### src/rtl/mant_mul_seq.sv
// mant_mul_seq
// ----------------------------------------------------------------------------
// Iterative W x W unsigned mantissa multiplier. It processes one partial-
// product row per clock instead of using a W-deep combinational array of rows.
//
// Each RUN cycle the row adds the latched multiplicand into the running
// partial product when the current multiplier bit is set. It then shifts the
// (W+1)-bit row result right by one. The bit that falls out is the row's sum
// bit, and it enters qreg at the MSB. After W rows, {pp, qreg} holds the full
// 2W-bit product.
//
// Handshake: start is a request that is only sampled in IDLE. An accepted
// start moves the block to RUN, and busy stays high until IDLE is re-entered.
// start seen in RUN or DONE is dropped, not queued. done is a one-cycle
// qualifier for product. product holds its value until the next completion.
//
// Ports
//   clk      : rising-edge clock
//   rst_n    : synchronous active-low reset; aborts any multiply in flight
//   start    : multiply request, sampled in IDLE only
//   a        : multiplicand, captured with an accepted start
//   b        : multiplier, captured with an accepted start, used LSB first
//   busy     : state is not IDLE
//   done     : one-cycle pulse while product is newly valid
//   product  : a*b unsigned, 2W bits
// ----------------------------------------------------------------------------
module mant_mul_seq #(
    parameter int W = 24
) (
    input  logic             clk,
    input  logic             rst_n,
    input  logic             start,
    input  logic [W-1:0]     a,
    input  logic [W-1:0]     b,
    output logic             busy,
    output logic             done,
    output logic [2*W-1:0]   product
);

    localparam int            CW       = (W > 1) ? $clog2(W) : 1;
    localparam logic [CW-1:0] CNT_LAST = CW'(W - 1);

    typedef enum logic [1:0] {
        IDLE = 2'd0,
        RUN  = 2'd1,
        DONE = 2'd2
    } state_t;

    state_t        state;
    state_t        state_nxt;

    logic [W-1:0]  mreg;
    logic [W-1:0]  qreg;
    logic [W-1:0]  pp;
    logic [CW-1:0] cnt;

    // Row arithmetic. The sum of two W-bit values fits in W+1 bits, so the
    // result cannot overflow.
    logic [W:0]    t;
    assign t = {1'b0, pp} + (qreg[0] ? {1'b0, mreg} : {(W+1){1'b0}});

    // State register
    always_ff @(posedge clk) begin
        if (!rst_n) begin
            state <= IDLE;
        end else begin
            state <= state_nxt;
        end
    end

    // Next-state logic
    always_comb begin
        state_nxt = state;
        case (state)
            IDLE:    if (start) state_nxt = RUN;
            RUN:     if (cnt == CNT_LAST) state_nxt = DONE;
            DONE:    state_nxt = IDLE;
            default: state_nxt = IDLE;
        endcase
    end

    // Datapath registers
    always_ff @(posedge clk) begin
        if (!rst_n) begin
            mreg    <= '0;
            qreg    <= '0;
            pp      <= '0;
            cnt     <= '0;
            product <= '0;
        end else begin
            case (state)
                IDLE: begin
                    if (start) begin
                        mreg <= a;
                        qreg <= b;
                        pp   <= '0;
                        cnt  <= '0;
                    end
                end
                RUN: begin
                    pp   <= t[W:1];
                    qreg <= {t[0], qreg[W-1:1]};
                    if (cnt == CNT_LAST) begin
                        // Capture the post-row {pp, qreg} directly, so the
                        // product is ready in the DONE cycle.
                        product <= {t[W:1], t[0], qreg[W-1:1]};
                    end else begin
                        cnt <= cnt + CW'(1);
                    end
                end
                default: ;
            endcase
        end
    end

    assign busy = (state != IDLE);
    assign done = (state == DONE);

endmodule

### config.mk
export PLATFORM = sky130hd
export DESIGN_NAME = mant_mul_seq
export DESIGN_NICKNAME = d
export VERILOG_FILES = /design/src/rtl/mant_mul_seq.sv
export SDC_FILE = /design/constraint.sdc
export NUM_CORES = 1
export LEC_CHECK = 0
export ABC_AREA = 1
export BUFFER_PORTS_ARGS = -buffer_cell sky130_fd_sc_hd__buf_2
export CAP_MARGIN = 10
export CORE_MARGIN = 2
export CORE_UTILIZATION = 50
export CTS_CLUSTER_DIAMETER = 100
export DETAILED_ROUTE_END_ITERATION = 7
export PLACE_DENSITY_LB_ADDON = 0.25
export SLEW_MARGIN = 5
export SYNTH_ARGS = -nofsm -noshare
export SYNTH_HDL_FRONTEND = slang
export SYNTH_SLANG_ARGS = --single-unit
### constraint.sdc
create_clock -name clk -period 2.6 [get_ports clk]
set_input_delay 0.26 -clock clk [delete_from_list [all_inputs] [get_ports clk]]
set_output_delay 0.26 -clock clk [all_outputs]
set_load 0.01 [all_outputs]
======== After elaboration in Yosys (flattened, before gate mapping) ========
Cells that the tools add are included.
word-level totals
  register bits ........................... 127
  logic and storage cells ................. 33
  output and inout bits ................... 50
  input port bits ......................... 51
cells by class
  muxes and demuxes ....................... 11
  equal/unequal tests ..................... 6
  reductions and logical operators ........ 8
  add/sub/neg operators ................... 2
operator list
  cell                                                                   count
  24-bit one-hot mux with 2 select lines                                 2
  24-bit 2-to-1 mux                                                      3
  24-bit by 24-bit adder with 25-bit output                              1
  5-bit 2-to-1 mux                                                       2
  5-bit one-hot mux with 2 select lines                                  1
  2-bit AND reduction                                                    4
  2-bit != test, second input constant                                   3
  5-bit by 1-bit adder with 5-bit output, second input constant          1
  5-bit equality test, second input constant                             1
  2-bit 2-to-1 mux                                                       2
  2-bit one-hot mux with 2 select lines                                  1
  2-bit nonzero test                                                     2
  3-bit AND reduction                                                    1
  2-bit by 1-bit equality test with 1-bit output, second input constant  1
  2-bit equality test, second input constant                             1
  2-bit logical NOT                                                      1

======== Longest topological paths before layout ========
  depth in word-level cells ............... 3
  gate-level depth with buffers ........... 18
  gate-level depth less buffers ........... 16

======== Worst setup path after synthesis ========
OpenSTA, ideal clock, no wires.
  kind .................................... reg2reg
  start point ............................. register qreg[0]
  end point ............................... register product[35]
  buffers on the path ..................... 2
  path slack .............................. 374 ps
  arrival ................................. 2,111 ps
  cell stages (with the launch flop) ...... 17
  library setup time ...................... 115 ps
  data required time ...................... 2,485 ps
  period minus slack after synthesis ...... 2,226 ps
  path through ............................ dfxtp_1 -> clkbuf_1 -> clkbuf_1 -> nand2_1 -> inv_1 -> ha_1 -> fa_1 -> nand3_1 -> nand3_1 -> nand2_1 -> nand3_2 -> nand2_1 -> nand2_1 -> nand2_1 -> nand2_1 -> o21ai_0 -> inv_1
between the ends
  cells in the longest elaborated chain, start to end .. 2
RTL lines
  what                                       RTL line  text
  start, declared                            53        logic [W-1:0] qreg;
  start signal, assigned                     102       qreg <= {t[0], qreg[W-1:1]};
  24-bit 2-to-1 mux                          60        assign t = {1'b0, pp} + (qreg[0] ? {1'b0, mreg} : {(W+1){1'b0}});
  24-bit by 24-bit adder with 25-bit output  60
  end signal, assigned                       106       product <= {t[W:1], t[0], qreg[W-1:1]};
  end, declared                              37        output logic [2*W-1:0] product
Every way passes these cells.
A chain may end at the register's enable or synchronous reset.

======== Worst setup path in the final report ========
  start point ............................. register qreg[0]
  end point ............................... register product[47]
Same word-level chain as after synthesis.

==> results by group <==
Clocking
  – H-tree levels: 4
  – CTS tree: done
  – Clock buffer depth: 2
  – CTS root buf: clkbuf_16
  – Clk_lat worst skew: 0.42 ns
  – Post-CTS setup buffers: 0
  – CTS buffer count: 17
  – CTS Hold Bufs: 0
  – Worst-path clk slew: 0.06 ns
  – Clock Sink Count: approximately 130
  – Number of cells upsized or downsized after cts: 0

GRT
  – Global routing usage on met1: 0.301
  – Vias in the first global route: between 6,000 and 7,000
  – First-pass GRT wire length: ~28,000 um
  – Initial antenna violation count: 0
  – Layer carrying the most global-route usage: met2
  – Grt ovf: 0
  – Global Route Usage Sum: 0.246
  – M3 GR Usage: 0.0708
  – GRT met2 Usage: 0.410
  – Largest net degree at the start of global routing: 53

Floorplan
  – # rows: 42
  – Ports: 101
  – Die height: between 100 and 150 um
  – Initial Utilization: 0.511
  – Die area: ~14,000 um^2
  – Core area: approximately 13,000 um^2
  – Die W: between 100 and 150 um

Setup path
  – Reg-to-reg slack, setup: 0.24 ns
  – Setup crit start kind: register
  – Setup Crit Path Kind: reg -> reg
  – Max Fanout on Critical Path: 14
  – Delay-heaviest family, CP: simple AND/OR/NAND/NOR gates
  – Worst r2r path cells: 15
  – FF-to-FF Start: qreg[0]
  – CP Cell Sequence: buf_4 -> nand2_1 -> inv_1 -> ha_1 -> fa_1 -> nand3_1 -> nand3_1 -> nand2_1 -> nand3_2 -> nand2_1 -> nand2_1 -> nand2_1 -> nand2_1 -> o21ai_1 -> inv_1
  – CP required: ~2.9 ns
  – CP peak stage delay: around 0.46 ns
  – WP buf/inv: 3
  – Crit-path slowest cell: fa_1
  – CP arrival: 2.68 ns
  – CP most frequent cell: nand2_1
  – R2R Path End: product[47]
  – Crit end category: register

Worst hold path
  – HP Class: in -> reg
  – Min-delay src: a[1]
  – Hold endpoint: mreg[1]
  – Min-Delay Path Depth: 3

Timing
  – Clock Skew: 0.00473 ns
  – # setup viols final: 0
  – Slew Limit Fails: 0
  – Final hold vios: 0
  – RSZ-0062 raised after global routing: false
  – Worst Tran Pin Value: 0.540 ns
  – F_max: 423 MHz
  – Hold WS: 0.0855 ns
  – Fin Setup TNS: 0 ns
  – Rel. slew slack: 0.640
  – Crit path time final: ~2.4 ns
  – Period utilization: 0.909

Synth
  – Synthesized area: ~6700 um^2
  – Synth Net Count: roughly 1,100
  – Synth Area in Simple Gates: 0.303
  – Register bit total from synthesis: 127
  – Synth Warn #: 0
  – Post-Syn Instances: between 1,000 and 1,500
  – XOR/XNOR Fraction of Synth Area: 0.0154
  – Multiplexer area fraction after synthesis: 0
  – Largest family of logic cells by synthesized area: simple AND/OR/NAND/NOR gates
  – Synth Area in Compound Gates: 0.137
  – Adder-cell share of the synthesized area: 0.0494
  – Yosys cell types: 34
  – Post-synthesis sequential area ratio: 0.377
  – Avg Cell Area, Syn: 6.65 um^2

Final layout
  – Area growth, synth to finish: 18.5%
  – Layout cells sized above 1: 0.165
  – Antenna diode count: 0
  – Fin nets: 1,178

Drt
  – Post-route DRC: 0
  – Drt initial violations: approximately 310
  – Antenna Nets Post-Route: 0
  – Final WL: 16,700 um
  – Drt via density: between 4 and 5
  – Initial DRT Pass Iterations: 5
  – Vias: 6,416
  – Avg WL per Cell: 13.0 um

Pwr
  – Total power: 4.99 mW
  – Pleak: 4.13 nW
  – PD cells: between 600 and 700 nW/um^2
  – Peak supply drop: just over 0.0005 V

Placed design
  – Global placer's final weighted congestion: ~0.93
  – Detailed placement HPWL: around 12,000 um
  – Port Buffers: 100

Job
  – Max capacitance violation total: 0

Outcome
  – Status: completed
-- tightest hold or removal path, cell delays in order --
cell	delay, ns
buf_2	0.07
o21ai_0	0.07
nor2_1	0.07
-- cell usage in the layout, fill, tap and decap left out, types with 11 or more instances in the layout --
master	synthesis	final
nand3_1	55	55
clkbuf_16	0	17
buf_2	18	100
nand2_1	249	249
nor2_1	145	145
buf_4	1	11
o21ai_1	24	24
a21oi_1	39	39
ha_1	25	25
a211oi_1	47	47
dfxtp_1	127	127
inv_1	148	148
o21ai_0	41	41
inv_2	11	11
-- cells in the mapped netlist (all sizes together) --
| library cell | instances | area (um^2) |
|---|---|---|
| a211oi | 47 | 353 |
| a21boi | 1 | 7.51 |
| a21o | 1 | 7.51 |
| a21oi | 41 | 213 |
| a221oi | 1 | 8.76 |
| buf | 26 | 124 |
| clkbuf | 17 | 63.8 |
| clkinv | 1 | 3.75 |
| dfxtp | 127 | 2540 |
| fa | 1 | 20.0 |
| ha | 25 | 313 |
| inv | 160 | 603 |
| nand2 | 259 | 1000 |
| nand3 | 59 | 315 |
| nand3b | 3 | 22.5 |
| nand4 | 5 | 31.3 |
| nor2 | 157 | 639 |
| nor3 | 5 | 25.0 |
| nor3b | 1 | 7.51 |
| o211ai | 1 | 7.51 |
| o21ai | 65 | 325 |
| xor2 | 11 | 104 |
-- cell families after synthesis --
kind of cell	after synthesis
fa+ha+maj	26
compound gates	157
buf+inv	204
simple gates	489
flops	127
xor+xnor	11
-- sequential cells by signal, summed over array words and instances, names as in the netlist --
name and flops:
mreg 24, pp 24, product 48, cnt 5, qreg 24, state 2
-- power by group --
part / leakage [nW] / internal [mW] / switching (mW)
sequential: 1.03 / 2.03 / 0.0342
combinational: 2.79 / 0.136 / 0.263
clock: 0.305 / 1.62 / 0.916
-- layout make-up --
| class | instances | area [um^2] |
|---|---|---|
| Clock buffer | 17 | 425 |
| Clock inverter | 15 | 206 |
| Fill cell | 1297 | 5200 |
| Inverter | 161 | 607 |
| Multi-Input combinational cell | 683 | 3400 |
| Sequential cell | 127 | 2540 |
| Tap cell | 176 | 220 |
| Timing Repair Buffer | 111 | 583 |
-- stage by stage --
stage                     setup WS [ns]  utilization  cells  instance area [um^2]
final                             0.236        0.605   1290                  7990
after global routing             0.0147        0.605   1290                  7990
after CTS                         0.250        0.605   1290                  7990
after detailed placement          0.264        0.558   1258                  7350
after global placement            0.339        0.558   1258                  7350
after floorplan                   0.374            -   1014                  6740
-- layer usage --
layer | vias up | wire, um
met5 | - | 0
met4 | 0 | 345
met3 | 23 | 950
met2 | 134 | 7940
met1 | 2896 | 7490
li1 | 3363 | -
-- worst max-delay path by stage --
stage	from	endpoint	slack, ns	depth (start not counted)
2_1_floorplan	qreg[0]	product[35]	0.37	16
3_3_place_gp	qreg[0]	product[47]	0.34	15
3_5_place_dp	qreg[0]	product[47]	0.26	15
4_1_cts	qreg[0]	product[47]	0.25	15
5_1_grt	qreg[0]	product[39]	0.01	15
6_report	qreg[0]	product[47]	0.24	15
(Power assumes the default switching activity.)
